$ cat src/rtl/right_shift_32_seq_if.sv
// Handshake and data bundle for the multi-cycle right shifter.
//
// Handshake: the requester raises start together with data/select/arith.
// The request is taken on a rising edge where busy is low; while busy is
// high, start and the operand lines are ignored, not queued. Completion is
// marked by a one-cycle done pulse, and res carries the new result in that
// same cycle. res then holds until the next completion.
interface right_shift_32_seq_if #(
    parameter int WIDTH = 32,
    parameter int SEL_W = 5
);
    logic             start;
    logic [WIDTH-1:0] data;
    logic [SEL_W-1:0] select;
    logic             arith;
    logic [WIDTH-1:0] res;
    logic             busy;
    logic             done;
    // Debug view of the control FSM: 0 = idle, 1 = shifting.
    logic             state_dbg;

    // Requester side.
    modport master (
        output start,
        output data,
        output select,
        output arith,
        input  res,
        input  busy,
        input  done,
        input  state_dbg
    );

    // Shifter side.
    modport slave (
        input  start,
        input  data,
        input  select,
        input  arith,
        output res,
        output busy,
        output done,
        output state_dbg
    );
endinterface

$ cat src/rtl/right_shift_32_seq.sv
// Multi-cycle right shifter (logical or arithmetic).
// Each clock resolves one bit of the shift amount, least significant first,
// by shifting the working register by 1, 2, 4, 8, ... positions. Latency is
// always SEL_W cycles from acceptance to done, whatever the shift amount.
// res, busy and done come straight from flops.
module right_shift_32_seq #(
    parameter int WIDTH = 32,
    parameter int SEL_W = 5
) (
    input  logic                  clk,
    input  logic                  reset_n,
    right_shift_32_seq_if.slave   bus
);

    // The stage counter must be able to hold SEL_W-1.
    localparam int STG_W = (SEL_W > 1) ? $clog2(SEL_W) : 1;
    localparam logic [WIDTH-1:0] ONES      = '1;
    localparam logic [STG_W-1:0] LAST_STG  = STG_W'(SEL_W - 1);

    typedef enum logic {
        ST_IDLE  = 1'b0,
        ST_SHIFT = 1'b1
    } state_t;

    state_t           state_q, state_d;
    logic [WIDTH-1:0] w_q,     w_d;
    logic [SEL_W-1:0] sel_q,   sel_d;
    logic             fill_q,  fill_d;
    logic [STG_W-1:0] stage_q, stage_d;
    logic [WIDTH-1:0] res_q,   res_d;
    logic             busy_q,  busy_d;
    logic             done_q,  done_d;

    // Working register after applying the current stage (1 << stage_q).
    logic [WIDTH-1:0] w_shifted;

    // One stage of the right shift: shift by 2**stage if that select bit is
    // set, filling the vacated top bits with the captured fill bit.
    always_comb begin
        w_shifted = w_q;
        for (int s = 0; s < SEL_W; s++) begin
            if ((stage_q == STG_W'(s)) && sel_q[s]) begin
                w_shifted = (w_q >> (2 ** s)) |
                            (fill_q ? ~(ONES >> (2 ** s)) : '0);
            end
        end
    end

    // Next-state and datapath control: accept in IDLE, step in SHIFT.
    always_comb begin
        state_d = state_q;
        w_d     = w_q;
        sel_d   = sel_q;
        fill_d  = fill_q;
        stage_d = stage_q;
        res_d   = res_q;
        done_d  = 1'b0;

        unique case (state_q)
            ST_IDLE: begin
                if (bus.start) begin
                    w_d     = bus.data;
                    sel_d   = bus.select;
                    // Logical mode always fills with zero.
                    fill_d  = bus.arith & bus.data[WIDTH-1];
                    stage_d = '0;
                    state_d = ST_SHIFT;
                end
            end
            ST_SHIFT: begin
                w_d     = w_shifted;
                stage_d = stage_q + STG_W'(1);
                if (stage_q == LAST_STG) begin
                    // Final stage: publish the result and pulse done.
                    res_d   = w_shifted;
                    done_d  = 1'b1;
                    stage_d = '0;
                    state_d = ST_IDLE;
                end
            end
            default: begin
                state_d = ST_IDLE;
            end
        endcase

        busy_d = (state_d == ST_SHIFT);
    end

    // State and datapath registers; reset aborts any operation in flight.
    always_ff @(posedge clk or negedge reset_n) begin
        if (!reset_n) begin
            state_q <= ST_IDLE;
            w_q     <= '0;
            sel_q   <= '0;
            fill_q  <= 1'b0;
            stage_q <= '0;
            res_q   <= '0;
            busy_q  <= 1'b0;
            done_q  <= 1'b0;
        end else begin
            state_q <= state_d;
            w_q     <= w_d;
            sel_q   <= sel_d;
            fill_q  <= fill_d;
            stage_q <= stage_d;
            res_q   <= res_d;
            busy_q  <= busy_d;
            done_q  <= done_d;
        end
    end

    assign bus.res       = res_q;
    assign bus.busy      = busy_q;
    assign bus.done      = done_q;
    assign bus.state_dbg = (state_q == ST_SHIFT);

endmodule

$ cat src/flat_wrapper.sv
// flat-port wrapper written by rule: the top's interface ports become plain ports
module right_shift_32_seq_flat 
#(
    parameter int WIDTH = 32,
    parameter int SEL_W = 5
)
  (clk, reset_n, bus_start, bus_data, bus_select, bus_arith, bus_res, bus_busy, bus_done, bus_state_dbg);
  right_shift_32_seq_if #(.WIDTH(WIDTH), .SEL_W(SEL_W)) bus_i ();
  input  logic clk;
  input  logic reset_n;
  input wire logic [$bits(bus_i.start)-1:0] bus_start;
  input wire logic [$bits(bus_i.data)-1:0] bus_data;
  input wire logic [$bits(bus_i.select)-1:0] bus_select;
  input wire logic [$bits(bus_i.arith)-1:0] bus_arith;
  output wire logic [$bits(bus_i.res)-1:0] bus_res;
  output wire logic [$bits(bus_i.busy)-1:0] bus_busy;
  output wire logic [$bits(bus_i.done)-1:0] bus_done;
  output wire logic [$bits(bus_i.state_dbg)-1:0] bus_state_dbg;
  assign bus_i.start = bus_start;
  assign bus_i.data = bus_data;
  assign bus_i.select = bus_select;
  assign bus_i.arith = bus_arith;
  assign bus_res = bus_i.res;
  assign bus_busy = bus_i.busy;
  assign bus_done = bus_i.done;
  assign bus_state_dbg = bus_i.state_dbg;
  right_shift_32_seq #(.WIDTH(WIDTH), .SEL_W(SEL_W)) u_core (.clk(clk), .reset_n(reset_n), .bus(bus_i));
endmodule
$ cat config.mk
export PLATFORM = sky130hd
export DESIGN_NAME = right_shift_32_seq_flat
export DESIGN_NICKNAME = d
export VERILOG_FILES = /design/src/rtl/right_shift_32_seq_if.sv /design/src/rtl/right_shift_32_seq.sv /design/src/flat_wrapper.sv
export SDC_FILE = /design/constraint.sdc
export NUM_CORES = 1
export LEC_CHECK = 0
export ABC_AREA = 0
export CORE_MARGIN = 1.5
export CORE_UTILIZATION = 50
export CTS_CLUSTER_SIZE = 40
export DETAILED_ROUTE_END_ITERATION = 10
export PLACE_DENSITY = 0.78
export SLEW_MARGIN = 10
export SYNTH_ARGS = -nofsm -noshare
export SYNTH_HDL_FRONTEND = slang
export SYNTH_SLANG_ARGS = --single-unit
$ cat constraint.sdc
create_clock -name clk -period 2 [get_ports clk]
set_clock_uncertainty 0.1 [all_clocks]
set_input_delay 0.4 -clock clk [delete_from_list [all_inputs] [get_ports clk]]
set_output_delay 0.4 -clock clk [all_outputs]
set_load 0.005 [all_outputs]
Word-level counts from Yosys, hierarchy flattened
Cells that the tools add are included.
- bits of input ports: 41
- register bits: 75
- equal/unequal tests: 5
- mux-type cells: 20
- bitwise operators: 7
- reductions and logical operators: 8
- $add $sub $neg: 1
- operator list (operator ; number):
    $mux W32 ; 11
    $pmux W32 S2 ; 1
    $or A16 B32 Y32 ; 1
    $or A24 B32 Y32 ; 1
    $or A28 B32 Y32 ; 1
    $or A30 B32 Y32 ; 1
    $or A31 B32 Y32 ; 1
    $eq A3 B2 Y1 const B ; 2
    $mux W3 ; 2
    $pmux W3 S2 ; 1
    $logic_and A1 B1 Y1 ; 5
    $mux W1 ; 4
    $reduce_and A2 Y1 ; 2
    $add A3 B1 Y3 const B ; 1
    $eq A3 B1 Y1 const B ; 1
    $eq A3 B3 Y1 const B ; 1
    $logic_not A3 Y1 ; 1
    $ne A2 B2 Y1 const B ; 1
    $pmux W1 S2 ; 1
    $and A1 B1 Y1 ; 1
    $not A1 Y1 ; 1

Depth between registers and ports, before layout
Gate-level depths: netlist (run 1).
- depth in word-level cells: 8
- depth in mapped cells: 10

Worst setup path after synthesis (run 1)
Ideal clock, no wire load.
- kind: reg2reg
- from: register u_core.stage_q[2]
- to: register u_core.w_q[29]
- data required time: 1.759 ns
- cell stages (with the launch flop): 10
- path buffers: 3
- data arrival time: 1.933 ns
- setup slack: -0.173 ns
- library setup time: 0.141 ns
- clock period less this slack: 2.173 ns
- cell sequence: dfrtp_1 -> buf_6 -> buf_2 -> inv_1 -> ha_1 -> buf_4 -> a32o_1 -> a21o_1 -> a221oi_2 -> o22ai_1
- word-level cells in the longest chain between the ends: 8
- elaborated cells between the ends (all ways): 16
- those cells by class: 4 x eq/ne; 6 x mux; 6 x reduce/logical
- RTL lines (what ; RTL line ; source):
    start: declaration ; right_shift_32_seq.sv:29 ; logic [STG_W-1:0] stage_q, stage_d;
    start signal: assignment ; right_shift_32_seq.sv:105 ; stage_q <= stage_d;
    $logic_not A3 Y1 ; right_shift_32_seq.sv:42 ; if ((stage_q == STG_W'(s)) && sel_q[s]) begin
    $logic_and A1 B1 Y1 ; right_shift_32_seq.sv:42 ;
    $mux W32 (4 in a row) ; right_shift_32_seq.sv:42 ;
    $mux W32 (*) ; right_shift_32_seq.sv:42 ;
    $pmux W32 S2 (*) ; right_shift_32_seq.sv:59 ; unique case (state_q)
    end signal: assignment ; right_shift_32_seq.sv:102 ; w_q <= w_d;
    end: declaration ; right_shift_32_seq.sv:26 ; logic [WIDTH-1:0] w_q, w_d;
Every way passes the cells marked *; elsewhere a longest branch is shown, timed or not.
A chain may end at the register's enable or synchronous reset.

Final worst setup path (run 1)
- from: register u_core.stage_q[1]
- to: register u_core.w_q[27]
The elaborated chain is that of the path after synthesis.

==> results.md, run 1 <==
* CTS buffer count at 9
* Vias in the first global route at 4,661
* Yosys reg bits at 75
* Failing checks: setup timing
* Leakage at 0.00276 uW
* Clk_lat worst skew at 0.37 ns
* Mapped Area at 4960 um^2
* CP required at 2.14 ns
* Layout cells sized above 1 at 32.2%
* Core area at 9680 um^2
* Die ar. at 10,500 um^2
* Clock root cell: clkbuf_8
* Main flop type after synthesis: dfrtp_1
* CTS tree: done
* Gpl congestion at 0.970
* R2R depth at 8
* Most common cell in the netlist: dfrtp_1
* Initial antenna violation count at 0
* Diodes inserted at 0
* Post-synth top area share at 37.8%
* Slack of the worst reg-to-reg path at -0.09 ns
* Max Fanout on Critical Path at 7
* Die Wd at 103 um
* H-tree depth at 3
* DP Wirelength at 10.6 mm
* RSZ-0062 raised after global routing: true
* Buffers on Ports at 75
* Hold Crit Class: register to register
* Most frequent cells after synthesis: dfrtp_1, nand2_1, mux2_2, o21ai_0, a21oi_1
* Crit end category: register
* Tot Pwr at 12,600 uW
* Largest net degree at the start of global routing at 33
* FP Rows at 36
* First-pass GRT wire length at 25.1 mm
* Power Density at 1820 nW/um^2
* Multi-input logic area at 3280 um^2
* Synth area leaders: dfrtp_1, mux2_2, a221oi_2, o21ai_0, a211oi_1
* Max clock buf depth at 2
* Layout Area Growth over Synthesis at 39.1%
* Synth unique cells at 44
* Status: finished, violations left
* Vias per cell at 6.66
* Util after Layout at 71.3%
* Synth area leader: dfrtp_1
* Reg2reg end: u_core.w_q[27]
* Drt wl/cell at 22.9 um
* Worst slew margin at 65.9%
* Vias at 4,920
* RR Startpoint: u_core.stage_q[1]
* Clock Pin Slew Worst Setup and Hold Paths at 0.08 ns
* Worst Hold Depth at 2
* Peak VDD IR at 852 uV
* Ys async rst share at 100%
* GRT Util Overall at 31.2%
* Worst hold start: u_core.bus.res[28]
* # IOs at 76
* Clk sink count at 75
* Max-Cap Viols at 0
* Net count after synthesis at 552
* Final setup violation count at 38
* Post-route ant nets at 0
* Seq/Total Area, Yosys at 37.8%
* Achievable Freq at 479 MHz
* EDFF count, synth at 0
* Fill cells at 670
* Nets at 648
* Cell count after synthesis at 506
* Gr ovfl total at 0
* Hold Fails Final Rpt at 0
* Final worst-path cycle share at 104%
* Storage element area at 1880 um^2
* Arr. time, crit path at 2.23 ns
* Final Max Slew Viols at 0
* Die Y-Extent at 103 um
* Final WS setup at -0.0879 ns
* Worst Tran Pin Value at 0.512 ns
* Yosys warning count at 0
* DRC viols at 0
* Hold path endpoint: u_core.bus.res[28]
* Initial Util at 51.2%
* CP Launch Type: register
* Post-Route WL at 16.9 mm
* DRT iter0 DRCs at 323
* Kind of critical path: register to register
* Minimum clock period at 2.09 ns
* Syn Area/Cell at 9.81 um^2
* Initial DRT Pass Iterations at 5
[per-stage QoR]
step           setup slack (ns)  setup TNS, ns  instances  hold slack, ns  cell area (um^2)
3_5_place_dp             -0.403         -10.98        712           0.276              6020
6_report                -0.0879          -1.08        739           0.382              6900
5_1_grt                  -0.155          -4.41        739           0.399              6900
4_1_cts                 0.00184              0        730           0.387              6430
2_1_floorplan           0.00121              0        506         0.00441              4980
3_3_place_gp             -0.244          -6.74        712           0.269              6020
[metal layers]
layer	track usage, %	wire length (um)
met4	14.1	675
met3	5.90	1590
met5	0	0
met2	47.8	7850
met1	43.1	6830
[where the power goes]
part	switching (uW)	leakage [uW]	internal, uW
clock	594	0.0000974	635
combinational	3870	0.00176	4030
sequential	1140	0.000905	2290
total	5610	0.00276	6950
[state kept, by name, summed over array words and instances, names as in the netlist]
register,flops
u_core.bus.res,32
u_core.w_q,32
u_core.sel_q,5
u_core.stage_q,3
u_core.bus.done,1
u_core.bus.state_dbg,1
u_core.fill_q,1
[how the worst max path moves through the flow]
stage / startpoint / end / slack (ns) / cells past startpoint
final: u_core.stage_q[1] / u_core.w_q[27] / -0.09 / 8
after global routing: u_core.stage_q[1] / u_core.w_q[27] / -0.15 / 8
after CTS: u_core.stage_q[1] / u_core.w_q[13] / 0.002 / 8
after detailed placement: u_core.stage_q[0] / u_core.w_q[14] / -0.40 / 6
after global placement: u_core.stage_q[0] / u_core.w_q[14] / -0.24 / 6
after floorplan: u_core.stage_q[2] / u_core.w_q[29] / 0.001 / 9
[critical path, stage by stage (launching register included)]
cell and delay [ns]:
dfrtp_1 0.42, inv_2 0.10, buf_6 0.10, ha_4 0.15, nand3b_4 0.19, buf_12 0.20
mux2_4 0.30, a221oi_4 0.26, o22ai_1 0.13
[repair_timing]
action                                 CTS  global route
gates cloned                             0             1
setup endpoints to repair               63            63
endpoints found under the hold margin   29             0
pin swaps                                6            10
hold buffers                             1             0
resized for setup                       36            77
setup buffers                            2             8
[layout make-up]
type                            count  share of cell area, %
Timing Repair Buffer              135                   19.6
Multi-Input combinational cell    375                   47.6
Tap cell                          133                   2.41
Clock inverter                      4                  0.725
Clock buffer                       11                   2.19
Inverter                            6                  0.326
Sequential cell                    75                   27.2
[placed cells by master (no fill, tap or decap), drive strengths merged, types with 11 or more instances in the layout]
cell | synthesis | routed
a211oi | 19 | 19
a41oi | 14 | 14
a21oi | 24 | 24
nor2b | 20 | 20
nand4b | 12 | 12
buf | 34 | 60
mux2 | 41 | 41
o21ai | 37 | 37
clkbuf | 16 | 12
a31oi | 15 | 15
o2bb2ai | 12 | 12
a21o | 17 | 17
clkdlybuf4s50 | 0 | 73
a221oi | 11 | 11
dfrtp | 75 | 75
nand3 | 21 | 21
nor2 | 16 | 16
o31ai | 11 | 11
nand2 | 36 | 36
[logic make-up after synthesis]
kind of cell / Yosys count / share of synthesized area [%]
adders and majority gates: 5 / 1.26
muxes: 50 / 11.7
DFF: 75 / 37.8
AOI/OAI and AO/OA: 190 / 27.9
buffers and inverters: 56 / 6.28
and+or+nand+nor: 130 / 15.0
No activity file was read; power rests on OpenSTA's default activity.
==> run 2, diff against run 1 <==
REMOVE_ABC_BUFFERS = 1   (was not set)
==> run 2 against run 1 <==
  * The flow now finishes without violations
  * Largest power group unchanged
  * Final area down 6.2%
  * Core utilization down 4.4 points
  * Largest cell class unchanged
  * Sequential share of layout area up 1.8 points
  * Global-route usage down 0.98 points
  * Critical endpoint is now u_core.w_q[26]
  * Sequential cell count unchanged
  * Critical path type unchanged
==> results.md, run 2 (synthesis results as in run 1) <==
* Die ar. at 10,500 um^2 (unchanged)
* Crit end category: register
* Final Max Slew Viols at 0 (unchanged)
* Most frequent cells in the layout: clkdlybuf4s50_1, dfrtp_1, buf_4
* Arr. time, crit path at 2.11 ns (-0.12 ns)
* Clk_lat worst skew at 0.37 ns (about the same)
* Vias at 4,743 (-3.6%)
* Crit-path most repeated cell: buf_6
* R2R depth at 8 (unchanged)
* # IOs at 76 (unchanged)
* Layout cells sized above 1 at 25.3% (-6.9 points)
* Worst Hold Depth at 2 (unchanged)
* First-pass GRT wire length at 24.2 mm (-3.7%)
* GR Layer Usage met3 at 6.31% (+0.41 points)
* Gpl congestion at 0.971 (+0.11%)
* Peak VDD IR at 890 uV (+4.5%)
* Worst Tran Pin Value at 0.600 ns (+0.0883 ns)
* GRT Util Overall at 30.3% (-0.98 points)
* Final WS setup at 0.0292 ns (+0.117 ns)
* RR Startpoint: u_core.stage_q[1]
* RSZ-0062 raised after global routing: true
* Vias in the first global route at 4,585 (-1.6%)
* Hold Crit Class: register to register
* Initial Util at 51.2% (unchanged)
* CTS buffer count at 9 (unchanged)
* FP Rows at 36 (unchanged)
* Gr ovfl total at 0 (unchanged)
* Fill cells at 755 (+13%)
* Achievable Freq at 507 MHz (+5.9%)
* Layer with the highest usage: met2
* Buffers on Ports at 75 (unchanged)
* Clk sink count at 75 (unchanged)
* Nets at 639 (-1.4%)
* Clock Pin Slew Worst Setup and Hold Paths at 0.07 ns (about the same)
* Max Fanout on Critical Path at 5 (-2)
* Family with the most delay on the worst path: compound AO/OA/AOI/OAI gates
* Max-Cap Viols at 0 (unchanged)
* Critical-path cell list: inv_2, ha_4, buf_6, buf_6, a32o_2, a21o_1, a221oi_4, o22ai_2
* Leakage at 0.00264 uW (-4.5%)
* CP startpoint: u_core.stage_q[1]
* Crit path buf inv count at 3 (unchanged)
* Clock root cell: clkbuf_8
* DP Wirelength at 10.5 mm (-1.1%)
* CP Launch Type: register
* Die Y-Extent at 103 um (unchanged)
* Final worst-path cycle share at 98.5% (-5.9 points)
* CTS tree: done
* Worst hold start: u_core.bus.res[7]
* DRT iter0 DRCs at 433 (+34%)
* Slowest stage delay, CP at 0.41 ns (about the same)
* Post-route ant nets at 0 (unchanged)
* Minimum clock period at 1.97 ns (-0.117 ns)
* Largest net degree at the start of global routing at 36 (+9.1%)
* Post-Place Worst Slack at -0.221 ns (+0.182 ns)
* Critical-path top delay cell: dfrtp_1
* Vias per cell at 6.50 (-2.4%)
* Max clock buf depth at 2 (unchanged)
* Final instance area at 6470 um^2 (-6.2%)
* Post-Route WL at 15.4 mm (-8.8%)
* Finished Layout Cells at 730 (-1.2%)
* DRC viols at 0 (unchanged)
* Final setup violation count at 0 (-100%)
* Hold Slack at 0.382 ns (+0.00000600 ns)
* Worst slew margin at 60.0% (-5.9 points)
* Inst Count DP at 708 (-0.56%)
* Initial antenna violation count at 0 (unchanged)
* Met1 usage at 41.6% (-1.5 points)
* Placed cell areas at 5990 um^2 (-0.56%)
* Die Wd at 103 um (unchanged)
* H-tree depth at 3 (unchanged)
* Tot Pwr at 11,300 uW (-10%)
* Layout Area Growth over Synthesis at 30.5%
* WP depth at 8 (unchanged)
* Power Density at 1740 nW/um^2 (-4.2%)
* Drt wl/cell at 21.2 um (-7.7%)
* Kind of critical path: register to register
* Status: finished clean
* GRT met2 Usage at 45.8% (-2.0 points)
* Diodes inserted at 0 (unchanged)
* Initial DRT Pass Iterations at 5 (unchanged)
* Core area at 9680 um^2 (unchanged)
* CP required at 2.14 ns (about the same)
* Hold Fails Final Rpt at 0 (unchanged)
## run 2: final timing paths
path                                      to  slack [ns]
min in group asynchronous     u_core.w_q[18]        0.39
max                           u_core.w_q[26]        0.03
max reg2reg                   u_core.w_q[26]        0.03
max in group asynchronous  u_core.bus.res[5]        0.89
min reg2reg                u_core.bus.res[7]        0.38
min                        u_core.bus.res[7]        0.38
## run 2: layout make-up
| cell class | instances | area, um^2 | area share (%) |
|---|---|---|---|
| multi-input combinational | 375 | 2970 | 45.9 |
| sequential | 75 | 1880 | 29.0 |
| timing repair buffer | 126 | 1240 | 19.1 |
| tap | 133 | 166 | 2.57 |
| clock buffer | 13 | 159 | 2.45 |
| clock inverter | 2 | 35.0 | 0.541 |
| inverter | 6 | 22.5 | 0.348 |
## run 2: routing by layer
layer,vias up,wire length [um]
met5,-,0
li1,2124,-
met1,2309,6540
met2,264,7170
met3,46,1340
met4,0,402
## run 2: worst reg2reg max path: cells and delay by family (launching register included)
family / cells / cell delay [ns]
AOI/OAI and AO/OA: 4 / 0.84
buffers and inverters: 3 / 0.32
DFF: 1 / 0.41
adders and majority gates: 1 / 0.18
## run 2: what timing repair did
| item | 4_1_cts | 5_1_grt |
|---|---|---|
| resized for setup | 20 | 35 |
| endpoints found under the setup margin | 57 | 60 |
| pin swaps | 2 | 11 |
| hold buffers | 1 | 0 |
| hold endpoints to repair | 25 | 0 |
| setup buffers | 2 | 4 |
## run 2: where the power goes
| group | internal, uW | total (uW) | switching [uW] |
|---|---|---|---|
| registers | 2300 | 3400 | 1110 |
| logic | 3440 | 6690 | 3250 |
| clock network | 637 | 1200 | 559 |
| total | 6370 | 11300 | 4920 |
## run 2: per-stage QoR
stage | setup TNS [ns] | util (%)
2_1_floorplan | -47.77 | -
3_5_place_dp | -5.02 | 61.8
3_3_place_gp | -1.51 | 61.8
5_1_grt | -0.118 | 66.9
6_report | 0 | 66.9
4_1_cts | -0.00454 | 64.9
==> RTL change 1, RTL diff (flow settings as in run 1) <==
`WIDTH` is set to 32 in 3 places; all go to 64.
--- a/src/rtl/right_shift_32_seq_if.sv
+++ b/src/rtl/right_shift_32_seq_if.sv
@@ -8,3 +8,3 @@
 interface right_shift_32_seq_if #(
-    parameter int WIDTH = 32,
+    parameter int WIDTH = 64,
     parameter int SEL_W = 5
--- a/src/rtl/right_shift_32_seq.sv
+++ b/src/rtl/right_shift_32_seq.sv
@@ -6,3 +6,3 @@
 module right_shift_32_seq #(
-    parameter int WIDTH = 32,
+    parameter int WIDTH = 64,
     parameter int SEL_W = 5
--- a/src/flat_wrapper.sv
+++ b/src/flat_wrapper.sv
@@ -3,3 +3,3 @@
 #(
-    parameter int WIDTH = 32,
+    parameter int WIDTH = 64,
     parameter int SEL_W = 5
Interface: changed (resized bus_data and bus_res); port bits go from 76 to 140. The function was not compared with the original's and may differ.
==> RTL change 1 against run 1 <==
The flow still finishes with violations (negative setup slack). Synthesized area rose by 97%. Clock power rose to 2.8 times the old value. Sequential cell count rose by 64. Sequential share of layout area fell by 2.0 points. Routed wire length rose by 120%. Via count rose by 120%. Cell area rose by 100%. Non-clock buffer count rose by 118. Total power rose by 110%. Worst setup slack got worse by 0.086 ns. Critical path depth did not move. Highest routed layer unchanged.
==> RTL change 1: results (changes against run 1) <==
metric,value,unit,change
status,"finished, violations left",,
Root Driver,clkbuf_16,,
CTS Buf Count,17,,+8
Synthesized Nets,1153,,+110%
worst relative slew slack,67.5,%,+1.7 points
RR Endpoint,u_core.w_q[19]$_DFFE_PN0P_,,
met1 global-route usage,45.9,%,+2.8 points
Inst Count DP,1447,,+100%
Syn Area/Cell,9.09,sq um,-7.4%
share of post-route cells with drive strength above 1,31.1,%,-1.1 points
post-cts repair resize count,84,,+130%
final worst setup slack,-0.174,ns,-0.0858 ns
pre-CTS setup slack,-0.210,ns,+0.194 ns
Synth Area in Compound Gates,30.3,%,+2.4 points
largest net degree at the start of global routing,61,,+85%
M2 GR Usage,53.4,%,+5.5 points
worst hold margin,0.309,ns,-0.0726 ns
Min-Delay Path Class,primary input to async pin,,
"CP delay by family, top",compound AO/OA/AOI/OAI gates,,
nets@finish,1307,,+100%
failing checks,negative setup slack,,
met3 routed WL,4260,um,+170%
routability cong.,0.962,,-0.82%
top cells by instance count after synthesis,"dfrtp_1 (139), nand2_1 (75), clkbuf_1 (59)",,
first-pass GRT wire length,54200,um,+120%
Lkg Pwr,5.57,nW,+100%
DR vias/cell,7.08,,+6.4%
hpwl dp,22600,um,+110%
routing usage on met3,6.30,%,+0.41 points
Synth cell types,52,,+18%
WL met2,16800,um,+110%
Setup Viol. Count Final,113,,+200%
clock latency on the worst-skew pair,0.44,ns,+0.07 ns
sequential area share after synthesis,35.6,%,-2.2 points
M1 WL,13900,um,+100%
[RTL change 1: power by group through the flow]
stage | combinational [W] | clock [W] | sequential [W]
floorplan | 0.00842 | 0 | 0.00554
global placement | 0.0122 | 0 | 0.00651
detailed placement | 0.0124 | 0 | 0.00652
CTS | 0.0137 | 0.00337 | 0.00648
global route | 0.0168 | 0.00353 | 0.00680
finish | 0.0158 | 0.00340 | 0.00679
[RTL change 1: area by class of cell]
class                   count  area share [%]
multi-input cells         812            47.8
repair buffers            253            20.0
inverters                   6           0.163
clock buffers              17            3.08
well taps                 260            2.36
clock inverters            15            1.35
flip-flops and latches    139            25.2
[RTL change 1: stage by stage]
stage	power [W]	TNS, ns	util (%)	instance area (sq um)
floorplan	0.0140	-11.49	-	9850
global placement	0.0187	-8.33	62.5	11800
detailed placement	0.0189	-11.08	62.5	11800
CTS	0.0236	-0.243	68.4	13000
global route	0.0271	-9.39	72.8	13800
finish	0.0260	-6.03	72.8	13800
==> RTL change 2, RTL diff (config.mk and constraints of run 1) <==
Without the edit above. `w_q` and `res_q` no longer have a reset.
--- a/src/rtl/right_shift_32_seq.sv
+++ b/src/rtl/right_shift_32_seq.sv
@@ -92,3 +92,2 @@
             state_q <= ST_IDLE;
-            w_q     <= '0;
             sel_q   <= '0;
@@ -96,3 +95,2 @@
             stage_q <= '0;
-            res_q   <= '0;
             busy_q  <= 1'b0;
@@ -101,3 +99,2 @@
             state_q <= state_d;
-            w_q     <= w_d;
             sel_q   <= sel_d;
@@ -105,3 +102,2 @@
             stage_q <= stage_d;
-            res_q   <= res_d;
             busy_q  <= busy_d;
@@ -109,2 +105,7 @@
         end
+    end
+
+    always_ff @(posedge clk) begin
+        w_q   <= w_d;
+        res_q <= res_d;
     end
Check against the original RTL: differs if reset_n is asserted again (counterexample within 10 cycles, from zero or initial values and one cycle with reset_n low); with reset_n held inactive, the same outputs for 10 cycles.
==> RTL change 2 against run 1 <==
The run ends with design-rule violations, negative setup slack left. Sequential cell count is the same. Utilization grew 4.8 points. Synthesized area shrank 7.4%. Worst setup slack lost 0.073 ns. Cell area shrank 3.0%. Routed wire length shrank 9.9%. Total power shrank 1.1%. Critical path type unchanged. Highest routed layer unchanged.
==> RTL change 2: results (changes against run 1) <==
metric,value,unit,change
status,"finished, violations left",,
failing checks,"design-rule violations, negative setup slack",,
Critical Path AT,2.17,ns,-0.06 ns
Min-Delay Path Class,primary input to async pin,,
Startpoint Class,register,,
final worst setup slack,-0.161,ns,-0.0733 ns
first-pass GRT wire length,22500,um,-10%
Inst Count DP,634,,-11%
share of post-route cells with drive strength above 1,32.5,%,+0.32 points
sequential area share after synthesis,47.8,%,+10 points
fillcell total,576,,-14%
routing usage on met3,6.17,%,+0.27 points
switching power,0.00504,W,-10%
max incr delay on CP,0.44,ns,+0.02 ns
largest net degree at the start of global routing,35,,+6.1%
worst hold margin,0.271,ns,-0.111 ns
met1 global-route usage,38.9,%,-4.2 points
hpwl dp,9440,um,-11%
vias after detailed routing,4397,,-11%
Syn Area/Cell,10.5,sq um,+7.2%
drt pass-1 iters,9,,+4
top cells by instance count after synthesis,"edfxtp_1 (64), nor2_1 (35), o21ai_0 (28)",,
drc violations,5,,+5
Synthesized Nets,483,,-13%
worst vdd ir,1.05,mV,+24%
"FFs w/ async S/R, synth",14.7,%,-85 points
nets@finish,598,,-7.7%
pre-CTS setup slack,-0.196,ns,+0.208 ns
Setup Viol. Count Final,52,,+37%
routability cong.,0.929,,-4.2%
DRT Wirelength,15300,um,-9.9%
vias in the first global route,4281,,-8.2%
final non-filler cell total,665,,-10%
Lkg Pwr,2.74,nW,-0.71%
Reg2Reg Launch Point,u_core.stage_q[0]$_DFFE_PN0P_,,
Synth cell types,45,,+2.3%
"CP delay by family, top",compound AO/OA/AOI/OAI gates,,
M2 GR Usage,49.2,%,+1.4 points
[RTL change 2: changes by cell type after synthesis, moves of 16 or more]
cell and change:
dfrtp_1 -64, edfxtp_1 +64, nor2_1 +19, nor2b_1 -19
mux2_2 -16
[RTL change 2: through the flow]
stage               total power (W)  setup TNS, ns  instance area (sq um)
finish                       0.0124          -3.77                   6700
global placement            0.00914          -1.75                   5870
global route                 0.0130          -6.54                   6700
CTS                          0.0114          -1.96                   6380
detailed placement          0.00935          -4.18                   5870
floorplan                   0.00714              0                   4690
[RTL change 2: timing repair]
item,4_1_cts,5_1_grt
pin swaps,9,12
setup buffers,10,4
cloned,0,2
endpoints found under the setup margin,60,63
resized for setup,55,50
[RTL change 2: cell type report]
class,count,area (sq um),share of cell area [%]
Clock inverter,6,65.1,0.971
Timing Repair Buffer,141,1440,21.5
Tap cell,108,135,2.02
Sequential cell,75,2200,32.8
Clock buffer,10,128,1.91
Inverter,6,26.3,0.392
Multi-Input combinational cell,319,2710,40.4
[RTL change 2: logic make-up after synthesis]
logic type,after synthesis,share of synthesized area (%)
buffers and inverters,43,4.30
AO/OA/AOI/OAI,158,24.9
flip-flops,75,47.8
AND/OR/NAND/NOR,116,12.0
adder cells (fa/ha/maj),5,1.36
multiplexers,40,9.59
[RTL change 2: path summary, 6_finish.rpt]
kind,cells after the start,endpoint
setup / recovery,7,u_core.bus.res[7]$_DFFE_PP_
max in group asynchronous,1,u_core.stage_q[0]$_DFFE_PN0P_
hold / removal,1,u_core.bus.done$_DFF_PN0_
hold reg to reg,1,u_core.sel_q[1]$_DFFE_PN0P_
setup reg to reg,7,u_core.bus.res[7]$_DFFE_PP_
min in group clk,1,u_core.sel_q[1]$_DFFE_PN0P_
[RTL change 2: power groups by stage]
| stage | sequential, W | clock (W) | combinational [W] |
|---|---|---|---|
| final | 0.00384 | 0.00120 | 0.00739 |
| after global routing | 0.00387 | 0.00126 | 0.00786 |
| after CTS | 0.00372 | 0.00119 | 0.00648 |
| after detailed placement | 0.00372 | 0 | 0.00564 |
| after global placement | 0.00370 | 0 | 0.00544 |
| after floorplan | 0.00340 | 0 | 0.00374 |
[RTL change 2: metal layers]
layer	up-vias	wire [um]
met4	0	427
met5	-	0
li1	1939	-
met2	290	7350
met1	2117	5930
met3	51	1560
